## config.mk

```make
export PLATFORM = sky130hd
export DESIGN_NAME = stk_pipe_lk_ctx
export DESIGN_NICKNAME = d
export VERILOG_FILES = /design/src/rtl/stk_pipe_lk_ctx.sv
export SDC_FILE = /design/constraint.sdc
export NUM_CORES = 1
export LEC_CHECK = 0
export CAP_MARGIN = 10
export CORE_MARGIN = 2
export CORE_UTILIZATION = 45
export CTS_BUF_LIST = sky130_fd_sc_hd__clkbuf_2
export CTS_CLUSTER_DIAMETER = 150
export DETAILED_ROUTE_END_ITERATION = 7
export GPL_TIMING_DRIVEN = 0
export PLACE_DENSITY = 0.8
export RECOVER_POWER = 100
export SLEW_MARGIN = 10
export SYNTH_ARGS = -nofsm -noshare
export SYNTH_HDL_FRONTEND = slang
export SYNTH_SLANG_ARGS = --single-unit
```

## constraint.sdc

```tcl
create_clock -name clk -period 3.75 [get_ports clk]
set_input_delay 1.125 -clock clk [delete_from_list [all_inputs] [get_ports clk]]
set_output_delay 1.125 -clock clk [all_outputs]
set_load 0.05 [all_outputs]
```

## src/rtl/stk_pipe_lk_ctx.sv

```systemverilog
// -----------------------------------------------------------------------------
// stk_pipe_lk_ctx
//
// Lookup stage of the multi-context linked-list stack engine. Each engine
// context keeps a head pointer, an occupancy count and a pop-pending flag.
// This stage decodes PUSH / POP / INV commands and issues registered NEXT and
// DATA SRAM requests to the MEM stage. WRBK later returns the post-pop head
// pointer that was read from NEXT SRAM.
//
// Ports
//   clk, arst_n            clock, asynchronous active-low reset
//   i_cmd_*  / o_cmd_rdy   command channel (engid, opcode, push data)
//   i_alloc_* / o_alloc_ack free-list pointer supply; ack is combinational
//   i_wrbk_*               new head pointer after a pop, from WRBK
//   o_nxt_*                NEXT SRAM request (registered)
//   o_dat_*                DATA SRAM request (registered)
//   o_free_*               popped pointer returned to the free list (registered)
//   o_rsp_*                per-command status and post-operation count (registered)
// -----------------------------------------------------------------------------
module stk_pipe_lk_ctx #(
  parameter int ENGS_N  = 4,
  parameter int PTR_W   = 8,
  parameter int DAT_W   = 128,
  parameter int CAP     = 64,
  parameter int ENGID_W = (ENGS_N > 1) ? $clog2(ENGS_N) : 1,
  parameter int CNT_W   = $clog2(CAP + 1)
) (
  input  logic               clk,
  input  logic               arst_n,
  input  logic               i_cmd_vld,
  output logic               o_cmd_rdy,
  input  logic [ENGID_W-1:0] i_cmd_engid,
  input  logic [1:0]         i_cmd_opcode,
  input  logic [DAT_W-1:0]   i_cmd_dat,
  input  logic               i_alloc_vld,
  input  logic [PTR_W-1:0]   i_alloc_ptr,
  output logic               o_alloc_ack,
  input  logic               i_wrbk_vld,
  input  logic [ENGID_W-1:0] i_wrbk_engid,
  input  logic [PTR_W-1:0]   i_wrbk_head_ptr,
  output logic               o_nxt_ce,
  output logic               o_nxt_we,
  output logic [PTR_W-1:0]   o_nxt_addr,
  output logic [PTR_W-1:0]   o_nxt_din,
  output logic               o_dat_ce,
  output logic               o_dat_we,
  output logic [PTR_W-1:0]   o_dat_addr,
  output logic [DAT_W-1:0]   o_dat_din,
  output logic               o_free_vld,
  output logic [PTR_W-1:0]   o_free_ptr,
  output logic               o_rsp_vld,
  output logic [ENGID_W-1:0] o_rsp_engid,
  output logic [1:0]         o_rsp_status,
  output logic [CNT_W-1:0]   o_rsp_cnt
);

  typedef enum logic [1:0] {
    OP_NOP  = 2'b00,
    OP_PUSH = 2'b01,
    OP_POP  = 2'b10,
    OP_INV  = 2'b11
  } op_e;

  typedef enum logic [1:0] {
    RSP_OK    = 2'b00,
    RSP_EMPTY = 2'b01,
    RSP_FULL  = 2'b10
  } rsp_e;

  // Everything presented to MEM and to the response channel, registered as one.
  typedef struct packed {
    logic               nxt_ce;
    logic               nxt_we;
    logic [PTR_W-1:0]   nxt_addr;
    logic [PTR_W-1:0]   nxt_din;
    logic               dat_ce;
    logic               dat_we;
    logic [PTR_W-1:0]   dat_addr;
    logic [DAT_W-1:0]   dat_din;
    logic               free_vld;
    logic [PTR_W-1:0]   free_ptr;
    logic               rsp_vld;
    logic [ENGID_W-1:0] rsp_engid;
    rsp_e               rsp_status;
    logic [CNT_W-1:0]   rsp_cnt;
  } out_t;

  localparam logic [CNT_W-1:0] CAP_C = CNT_W'(CAP);
  localparam logic [CNT_W-1:0] ONE_C = CNT_W'(1);

  logic [PTR_W-1:0]  head_q [ENGS_N];
  logic [CNT_W-1:0]  cnt_q  [ENGS_N];
  logic [ENGS_N-1:0] pend_q;

  op_e              op;
  logic [PTR_W-1:0] cur_head;
  logic [CNT_W-1:0] cur_cnt;
  logic             cur_pend;
  logic             not_full;
  logic             not_empty;
  logic             acc;
  logic             do_push;
  logic             do_pop;
  logic             wrbk_hit;
  out_t             out_d;
  out_t             out_q;

  assign op        = op_e'(i_cmd_opcode);
  assign cur_head  = head_q[i_cmd_engid];
  assign cur_cnt   = cnt_q[i_cmd_engid];
  assign cur_pend  = pend_q[i_cmd_engid];
  assign not_full  = cur_cnt < CAP_C;
  assign not_empty = cur_cnt != '0;

  // A PUSH that would allocate waits for a free pointer; a full-context PUSH
  // needs none and is answered FULL. Held low while reset is asserted.
  assign o_cmd_rdy = arst_n & ~cur_pend & ~((op == OP_PUSH) & not_full & ~i_alloc_vld);

  assign acc         = i_cmd_vld & o_cmd_rdy;
  assign do_push     = acc & (op == OP_PUSH) & not_full;
  assign do_pop      = acc & (op == OP_POP) & not_empty;
  assign o_alloc_ack = do_push;

  // A WRBK only counts for a context that is waiting for one. A command and
  // the WRBK can never target the same context here: the command needs pend
  // clear, the WRBK needs it set.
  assign wrbk_hit = i_wrbk_vld & pend_q[i_wrbk_engid];

  // NOTE: every field gets a default before the case so no latch is inferred.
  always_comb begin
    out_d = '0;
    if (acc && op != OP_NOP) begin
      out_d.rsp_vld   = 1'b1;
      out_d.rsp_engid = i_cmd_engid;
      out_d.rsp_status = RSP_OK;
      unique case (op)
        OP_PUSH: begin
          if (not_full) begin
            out_d.nxt_ce   = 1'b1;
            out_d.nxt_we   = 1'b1;
            out_d.nxt_addr = i_alloc_ptr;
            out_d.nxt_din  = cur_head;   // meaningless when the context is empty
            out_d.dat_ce   = 1'b1;
            out_d.dat_we   = 1'b1;
            out_d.dat_addr = i_alloc_ptr;
            out_d.dat_din  = i_cmd_dat;
            out_d.rsp_cnt  = cur_cnt + ONE_C;
          end else begin
            out_d.rsp_status = RSP_FULL;
            out_d.rsp_cnt    = cur_cnt;
          end
        end
        OP_POP: begin
          if (not_empty) begin
            out_d.nxt_ce   = 1'b1;
            out_d.nxt_addr = cur_head;
            out_d.dat_ce   = 1'b1;
            out_d.dat_addr = cur_head;
            out_d.free_vld = 1'b1;
            out_d.free_ptr = cur_head;
            out_d.rsp_cnt  = cur_cnt - ONE_C;
          end else begin
            out_d.rsp_status = RSP_EMPTY;
          end
        end
        default: ;                       // INV answers OK with count 0
      endcase
    end
  end

  // NOTE: the per-context arrays are small register files, not SRAM, so they
  // are reset with everything else; an empty context must not see stale state.
  always_ff @(posedge clk or negedge arst_n) begin
    if (!arst_n) begin
      for (int e = 0; e < ENGS_N; e++) begin
        head_q[e] <= '0;
        cnt_q[e]  <= '0;
      end
      pend_q <= '0;
    end else begin
      if (wrbk_hit) begin
        head_q[i_wrbk_engid] <= i_wrbk_head_ptr;
        pend_q[i_wrbk_engid] <= 1'b0;
      end
      if (do_push) begin
        head_q[i_cmd_engid] <= i_alloc_ptr;
        cnt_q[i_cmd_engid]  <= cur_cnt + ONE_C;
      end
      if (do_pop) begin
        cnt_q[i_cmd_engid] <= cur_cnt - ONE_C;
        // The new head arrives through WRBK only if something is left.
        if (cur_cnt != ONE_C) pend_q[i_cmd_engid] <= 1'b1;
      end
      if (acc && op == OP_INV) begin
        head_q[i_cmd_engid] <= '0;
        cnt_q[i_cmd_engid]  <= '0;
      end
    end
  end

  // NOTE: sequential state uses non-blocking assignments so every flop
  // samples the pre-edge values of the others.
  always_ff @(posedge clk or negedge arst_n) begin
    if (!arst_n) out_q <= '0;
    else         out_q <= out_d;
  end

  assign o_nxt_ce     = out_q.nxt_ce;
  assign o_nxt_we     = out_q.nxt_we;
  assign o_nxt_addr   = out_q.nxt_addr;
  assign o_nxt_din    = out_q.nxt_din;
  assign o_dat_ce     = out_q.dat_ce;
  assign o_dat_we     = out_q.dat_we;
  assign o_dat_addr   = out_q.dat_addr;
  assign o_dat_din    = out_q.dat_din;
  assign o_free_vld   = out_q.free_vld;
  assign o_free_ptr   = out_q.free_ptr;
  assign o_rsp_vld    = out_q.rsp_vld;
  assign o_rsp_engid  = out_q.rsp_engid;
  assign o_rsp_status = out_q.rsp_status;
  assign o_rsp_cnt    = out_q.rsp_cnt;

endmodule

```

=== Word-level counts from Yosys, hierarchy flattened ===
Index checks and enable logic that the tools add are counted.

* Add/subtract/negate cells: 2
* Order comparisons: 9
* Eq/ne operators: 4
* Muxes and demuxes: 52
* Bitwise gates (word level): 22
* Reduce and logical (&&, ||, !) cells: 8

{| class="wikitable"
|+ Operators with widths
! operator !! number
|-
| 177-bit 2-to-1 mux || 1
|-
| 156-bit 2-to-1 mux || 1
|-
| 128-bit 2-to-1 mux || 1
|-
| 32-bit 2-to-1 mux || 3
|-
| 28-bit 2-to-1 mux || 3
|-
| 32-bit bitwise mux || 2
|-
| 28-bit bitwise mux || 2
|-
| 8-bit 2-to-1 mux || 6
|-
| 7-bit 2-to-1 mux || 5
|-
| 32-bit bitwise AND || 1
|-
| 8-bit demux with 2-bit select || 2
|-
| 32-bit inverter || 1
|-
| 8-bit case mux with 2 select lines || 2
|-
| 28-bit bitwise AND || 1
|-
| 28-bit inverter || 1
|-
| 9-bit 2-to-1 mux || 2
|-
| 9-bit case mux with 2 select lines || 1
|-
| 8-bit binary-select mux with 2-bit select || 1
|-
| 7-bit binary-select mux with 2-bit select || 1
|-
| 7-bit demux with 2-bit select || 1
|-
| 4-bit 2-to-1 mux || 3
|-
| 1-bit bitwise AND || 10
|-
| 1-bit 2-to-1 mux || 8
|-
| 7-bit by 1-bit adder with 7-bit output, second input constant || 1
|-
| other kinds (21) || 37
|}

* Bits in registers: 241
* Bits of input ports: 155
* Output and inout bits: 179

=== Depth between registers and ports, before layout ===
Gate-level depths: netlist of run 1.

* Depth after elaboration: 17
* Gate-level depth with buffers: 11
* Gate-level depth less buffers: 8

=== Worst setup path before layout of run 1 ===
No wires, ideal clock.

* Path type: in2out
* Start point: input i_cmd_opcode[1]
* End point: output o_alloc_ack
* Arrival time: 2.765 ns
* Required time: 2.625 ns
* Slack: -0.140 ns
* Stages on the path: 7
* Path buffers: 2
* Path through: inv_1 -> ha_1 -> buf_1 -> nand2b_1 -> o22a_1 -> clkbuf_1 -> nor2_1

* Word-level cells in the longest chain between the ends: 8

{| class="wikitable"
|+ Ends and longest elaborated chain
! item !! line !! source
|-
| start: declaration || 33 || <nowiki>input logic [1:0] i_cmd_opcode,</nowiki>
|-
| 2-bit by 1-bit == test with 1-bit output * || 117, 120 ||
|-
| 1-bit bitwise AND (2 in series) || 117 || <nowiki>assign o_cmd_rdy = arst_n & ~cur_pend & ~((op == OP_PUSH) & not_full & ~i_alloc_vld);</nowiki>
|-
| 1-bit inverter || 117 ||
|-
| 1-bit bitwise AND || 117 ||
|-
| 1-bit bitwise AND || 119 || <nowiki>assign acc = i_cmd_vld & o_cmd_rdy;</nowiki>
|-
| 1-bit bitwise AND * (2 in series) || 120 || <nowiki>assign do_push = acc & (op == OP_PUSH) & not_full;</nowiki>
|-
| end: declaration || 37 || <nowiki>output logic o_alloc_ack,</nowiki>
|}

Mark *: on every way between the ends. The rest lies on a longest branch, timed or not.

=== Worst setup path in the final report of run 1 ===
* Start point: input i_cmd_vld
* End point: output o_alloc_ack

* Word-level cells in the longest chain between the ends: 3

{| class="wikitable"
|+ Ends and longest elaborated chain
! item !! line !! source
|-
| start: declaration || 30 || <nowiki>input logic i_cmd_vld,</nowiki>
|-
| 1-bit bitwise AND || 119 ||
|-
| 1-bit bitwise AND (2 in series) || 120 ||
|}

No other way between the ends.

==> results of run 1 <==
==> cells in the mapped netlist, types with 11 or more instances <==
library cell	number	area share [%]
dfrtp_1	231	60
and2_1	150	9.8
nor2_1	67	2.6
a211oi_1	43	3.4
clkbuf_1	36	1.4
mux2i_1	33	3.4
nand2_1	33	1.3
a21oi_1	21	1.1
mux4_2	14	3.3
nand3_1	14	0.73
nor3_1	13	0.68
xnor2_1	12	1.1
and3_1	11	0.72
buf_4	11	0.86
==> power groups by stage <==
stage                     Clock, mW  Sequential [mW]  Combinational (mW)
final                          1.63             3.01                1.80
after global routing           1.81             3.04                1.96
after CTS                      1.69             3.00                1.84
after detailed placement          0             3.05                1.81
after global placement            0             3.04                1.76
after floorplan                   0             3.10                1.13
==> cells by family (layout without fill, tap and decap cells) <==
| group | after synthesis | count (layout) | synth area share (%) |
|---|---|---|---|
| simple gates | 314 | 314 | 17.81 |
| flops | 231 | 231 | 60.16 |
| compound gates | 110 | 110 | 8.347 |
| buf+inv | 69 | 508 | 3.490 |
| mux | 55 | 55 | 7.656 |
| xor+xnor | 15 | 15 | 1.367 |
| fa+ha+maj | 9 | 9 | 1.172 |
| other cells | 0 | 2 | 0 |
==> cell type report <==
cell class                      instances  area, µm²
Fill cell                            1627       7228
Tap cell                              275      344.1
Sequential cell                       231       5781
Clock buffer                           85      425.4
Inverter                                7      26.28
Clock inverter                         17      78.83
Buffer                                 60      282.8
Multi-Input combinational cell        503       3467
Antenna cell                            2      5.005
Timing Repair Buffer                  339       3383
==> layout by cell type, fill, tap and decap left out, drive strengths merged, types with 22 or more instances in the layout <==
cell type	n
and2	150
buf	27
clkdlybuf4s50	148
nor2	69
mux2i	33
a21oi	22
clkbuf	128
dfrtp	231
nand2	33
dlygate4sd3	177
a211oi	43
==> worst min-delay path by stage <==
stage / from / to / depth (start not counted) / slack, ns
floorplan: pend_q[3] / pend_q[3] / 2 / 0.47
global placement: pend_q[3] / pend_q[3] / 2 / 0.49
detailed placement: pend_q[3] / pend_q[3] / 2 / 0.50
CTS: arst_n / head_q[22] / 1 / 0.04
global route: arst_n / head_q[22] / 1 / 0.02
finish: arst_n / o_dat_din[54] / 1 / 0.08
==> per-layer routing <==
metal  vias to the layer above  GRT usage (%)
met5                         -              0
met4                         0          9.481
met3                        72          8.061
met2                       378          41.44
met1                      3789          31.92
li1                       3560              -
==> flip-flops by register name, summed over array words and instances, names as in the netlist <==
name,cells
o_dat_din,128
head_q,32
cnt_q,28
o_dat_addr,8
o_free_ptr,8
o_nxt_din,8
o_rsp_cnt,7
pend_q,4
o_rsp_engid,2
o_rsp_status,2
o_dat_ce,1
o_dat_we,1
o_free_vld,1
o_rsp_vld,1
==> timing repair <==
item / CTS / global route
pin swaps: 2 / 1
setup buffers: 4 / 0
gates cloned: 1 / 1
endpoints found under the setup margin: 2 / 2
gates resized for setup: 21 / 1
==> stage by stage <==
stage	worst slack, ns	area [µm²]	TNS, ns	hold WS (ns)	cells
finish	0.03769	13790	0	0.08148	1519
floorplan	0.09689	9612	0	0.4655	803
global route	0.02672	13790	0	0.02466	1518
CTS	0.01137	13910	0	0.03670	1516
detailed placement	-1.216	13330	-140.08	0.4994	1411
global placement	-9.107	13270	-3840.71	0.4877	1409
==> impl_metrics.toml, run 1 <==
[worst_setup_path]
ff2ff_setup_slack_ns = 0.60
crit_arrival_ns = 2.59
start_kind = "input port"
path_max_fanout = 5
cp_cell_sequence = "clkdlybuf4s50_1 -> nand2_1 -> o32a_1 -> nor2_4 -> buf_4"
cp.depth = 5
reg2reg_depth = 8
r2r-start = "cnt_q[7]"
r2r-end = "cnt_q[11]"
critPathTopFamily = "buffers and inverters"
path_buf_inv = 2
crit_required_ns = 2.62
crit_end = "o_alloc_ack"
worstSetupEndpointType = "primary output"
startpoint = "i_cmd_vld"
critPathKind = "in -> out"
critPathSlowestCell = "clkdlybuf4s50_1"
max_stage_delay_ns = 0.57

[yosys]
ys_ff_latch = 231
yosys_warnings = 0
avgSynthCellArea_um2 = 11.97
netlist_instances = 803
ys.flop_type = "dfrtp_1"
synth_area_um2 = 9609
synth-edff-count = 0
synth_fp_nets = 967
ys_seq_area_share_pct = 60.16
synth-async-reset-ratio_pct = 100.0
ys_types = 51

[cells_and_area]
final_nets = 1364
areaGrowthSynthToFinish_pct = 43.54
postLayoutCoreUtil_pct = 65.62
drive_gt1_share_pct = 11.51

[drt]
drt-initial-drc-count = 608
drt-wirelength-per-cell_um = 18.98
wl_met1_um = 11120
viasPerCell = 5.134
highest_layer = "met4"
firstDrtPassIters = 5
routed_wl_um = 28830
dr_total_vias = 7799
ant_nets = 0
wl_met2_um = 14310
met3_length_um = 2539
post-route-drc-count = 0

[floorplanning]
placementRows = 53
fp.dieW_um = 150.1
die_y_um = 150.1
io_pins = 334
start_util_pct = 45.71
die_area_um2 = 22540
coreArea_um2 = 21020

[global_route]
track_usage_pct = 25.43
antenna_found_initial = 1
grt_pass1_vias = 8055
overflow = 0
grt_max_degree = 102
grt_pass1_wl_um = 43790

[power]
clock_power_share_pct = 25.3
power.share.combinational_pct = 28.0
intPower_mw = 4.250
swShare_pct = 34.04
power_density_nw_per_um2 = 467.2
p_seq_share_pct = 46.7
p_leak_nw = 6.877
worst_ir_drop_vdd_mv = 0.1865
p_total_mw = 6.444
p_switching_mw = 2.194

[outcome]
outcome = "finished, violations left"
violations = "max-capacitance violations, max-slew violations"

[place]
portBuffers = 331
dp_hpwl_um = 20680
gp_congestion = 0.9045

[sta]
fin_skew_ns = 0.07097
final_hold_viol_count = 0
rsz0062_at_grt = "no"
max_slew_margin_pct = -79.53
fin_crit_ns = 3.712
worst_pin_slew_ns = 2.693
period_share_pct = 99.00
final-max-slew-violation-count = 158
finalSetupViolCount = 0
fmax_mhz = 269.4

[clock_tree]
clk_pin_slew_worst_paths_ns = 0.10
cts_buffers = 58
cts.sinks = 231
cts.path.max_buffers = 3
hold_buffers = 0
htree_levels = 2
root_buffer = "clkbuf_2"
clock_latency_ns = 0.89
cts_tree = "done"

[hold_path]
hold_path.class = "in -> async"

[run]
timing.max_cap.violations = 2
No activity file was read; power rests on OpenSTA's default activity.
==> run 2, diff against run 1 <==
Settings changed: CORE_UTILIZATION 45 to 46, CTS_BUF_LIST sky130_fd_sc_hd__clkbuf_2 to default, PLACE_DENSITY 0.8 to 0.81, SLEW_MARGIN 10 to default.
==> run 2 against run 1 <==
Against the previous run:
- the run still ends with max-capacitance violations, max-slew violations left
- die area decreased by 2.1%
- cell count decreased by 4.7%
- sequential share of layout area decreased by 0.88 points
- via count decreased by 1.7%
- clock skew decreased by 0.052 ns
- largest cell class unchanged
- highest routed layer is now met5
==> impl_metrics.toml, run 2 (same netlist as run 1, synthesis figures left out) <==
[outcome]
outcome = "finished, violations left"
violations = "max-capacitance violations, max-slew violations"

[global_route]
grt_pass1_wl_um = 44770
grt_pass1_vias = 7803
grt_max_degree = 110
overflow = 0
antenna_found_initial = 1
track_usage_pct = 26.37

[hold_path]
hold_path.class = "in -> async"

[power]
p_seq_share_pct = 42.1
p_switching_mw = 2.171
power.share.combinational_pct = 25.6
intPower_mw = 5.005
p_total_mw = 7.176
power_density_nw_per_um2 = 509.4
worst_ir_drop_vdd_mv = 0.3439
p_leak_nw = 6.891
swShare_pct = 30.25
clock_power_share_pct = 32.2

[cells_and_area]
final_nets = 1326
finalInstanceArea_um2 = 14090
drive_gt1_share_pct = 7.732
seqCellArea_um2 = 5781
areaGrowthSynthToFinish_pct = 46.61
final_common_cell = "dfrtp_1"
multi_input_area_um2 = 3500
diodes = 0
largest_reg_flops = 128
postLayoutCoreUtil_pct = 69.18
fillerInstances = 1518
layout_common_cells = "dfrtp_1 (231), dlygate4sd3_1 (177), clkdlybuf4s50_1 (147)"

[drt]
dr_total_vias = 7663
drt-initial-drc-count = 570
viasPerCell = 5.296
post-route-drc-count = 0
drt-wirelength-per-cell_um = 20.35
firstDrtPassIters = 5
ant_nets = 0
routed_wl_um = 29450

[worst_setup_path]
start_kind = "input port"
crit_required_ns = 2.62
r2r-end = "cnt_q[11]"
path_max_fanout = 10
worstSetupEndpointType = "primary output"
critPathKind = "in -> out"
r2r-start = "cnt_q[0]"
ff2ff_setup_slack_ns = 0.74
crit_arrival_ns = 2.54
startpoint = "i_cmd_opcode[1]"
crit_end = "o_cmd_rdy"
reg2reg_depth = 8

[clock_tree]
hold_buffers = 0
htree_levels = 1
cts_buffers = 25
root_buffer = "clkbuf_16"
clk_pin_slew_worst_paths_ns = 0.06
cts.path.max_buffers = 3
cts.sinks = 231
cts_tree = "done"
clock_latency_ns = 0.52

[place]
dpl_cell_area_um2 = 13320
portBuffers = 331
dp_hpwl_um = 20800
gp_congestion = 0.9192
dp_slack_ns = -1.198

[floorplanning]
coreArea_um2 = 20360
die_y_um = 148.5
start_util_pct = 47.19
io_pins = 334
die_area_um2 = 22060
placementRows = 52
fp.dieW_um = 148.5

[sta]
fin_skew_ns = 0.01898
rsz0062_at_grt = "no"
final-max-slew-violation-count = 110
finalSetupViolCount = 0
period_share_pct = 97.69
worst_pin_slew_ns = 2.366
whs_ns = 0.4172
fmax_mhz = 273.0
final_hold_viol_count = 0
fin_crit_ns = 3.663
setup_ws_ns = 0.08665
max_slew_margin_pct = -57.75

[run]
timing.max_cap.violations = 1
run 2: changes by cell type in the layout (fill, tap and decap cells not counted), sizes merged, moves of 2 or more:
cell	previous run	this run
dlymetal6s2s	0	2
buf	27	29
diode	2	0
clkinv	17	3
clkbuf	128	73
run 2: power groups by stage:
stage          sequential [mW]  clock [mW]  combinational, mW
2_1_floorplan             3.10           0               1.13
3_3_place_gp              3.04           0               1.76
3_5_place_dp              3.05           0               1.82
4_1_cts                   3.02        2.34               1.85
5_1_grt                   3.06        2.44               1.98
6_report                  3.02        2.31               1.84
run 2: worst min path at each step:
stage          cells past startpoint  slack [ns]      start             to
2_1_floorplan                      2        0.47  pend_q[3]      pend_q[3]
3_3_place_gp                       2        0.50  pend_q[3]      pend_q[3]
3_5_place_dp                       2        0.50  pend_q[3]      pend_q[3]
4_1_cts                            1        0.45     arst_n  o_dat_din[96]
5_1_grt                            1        0.43     arst_n  o_dat_din[49]
6_report                           1        0.42     arst_n  o_dat_din[90]
run 2: repair_timing:
item	CTS	global route
cloned	1	0
resized for setup	21	3
setup buffers	0	0
setup endpoints to repair	143	2
run 2: worst max-delay path, cell delays in order:
cell and delay [ns]:
dlygate4sd2_1 0.28, inv_1 0.13, ha_4 0.21, nand2b_1 0.10, o22a_4 0.29, o21a_1 0.21
buf_4 0.19
run 2: metrics by stage:
step | setup TNS, ns | cells
after detailed placement | -123.45 | 1406
after CTS | 0 | 1447
after global placement | -3842.47 | 1404
after floorplan | 0 | 803
final | 0 | 1447
after global routing | 0 | 1447
run 2: layout make-up:
type	count	share of cell area [%]
Multi-Input combinational cell	503	24.84
Sequential cell	231	41.03
Buffer	60	2.140
Clock inverter	5	0.3730
Inverter	7	0.1865
Timing Repair Buffer	334	24.06
Clock buffer	37	4.973
Tap cell	270	2.398
run 2: metal layers:
metal	track usage, %	up-vias	wire length (µm)
met5	0	-	13
met4	8.143	2	810
met3	7.883	65	2761
met2	44.70	429	15000
met1	32.71	3722	10850
li1	-	3445	-
==> run 3, diff against run 2 <==
Settings changed: GPL_ROUTABILITY_DRIVEN from default to 0, TNS_END_PERCENT from default to 100.
==> results of run 3 <==
Same layout as run 2: the final DEF is identical, and so are final timing and power.
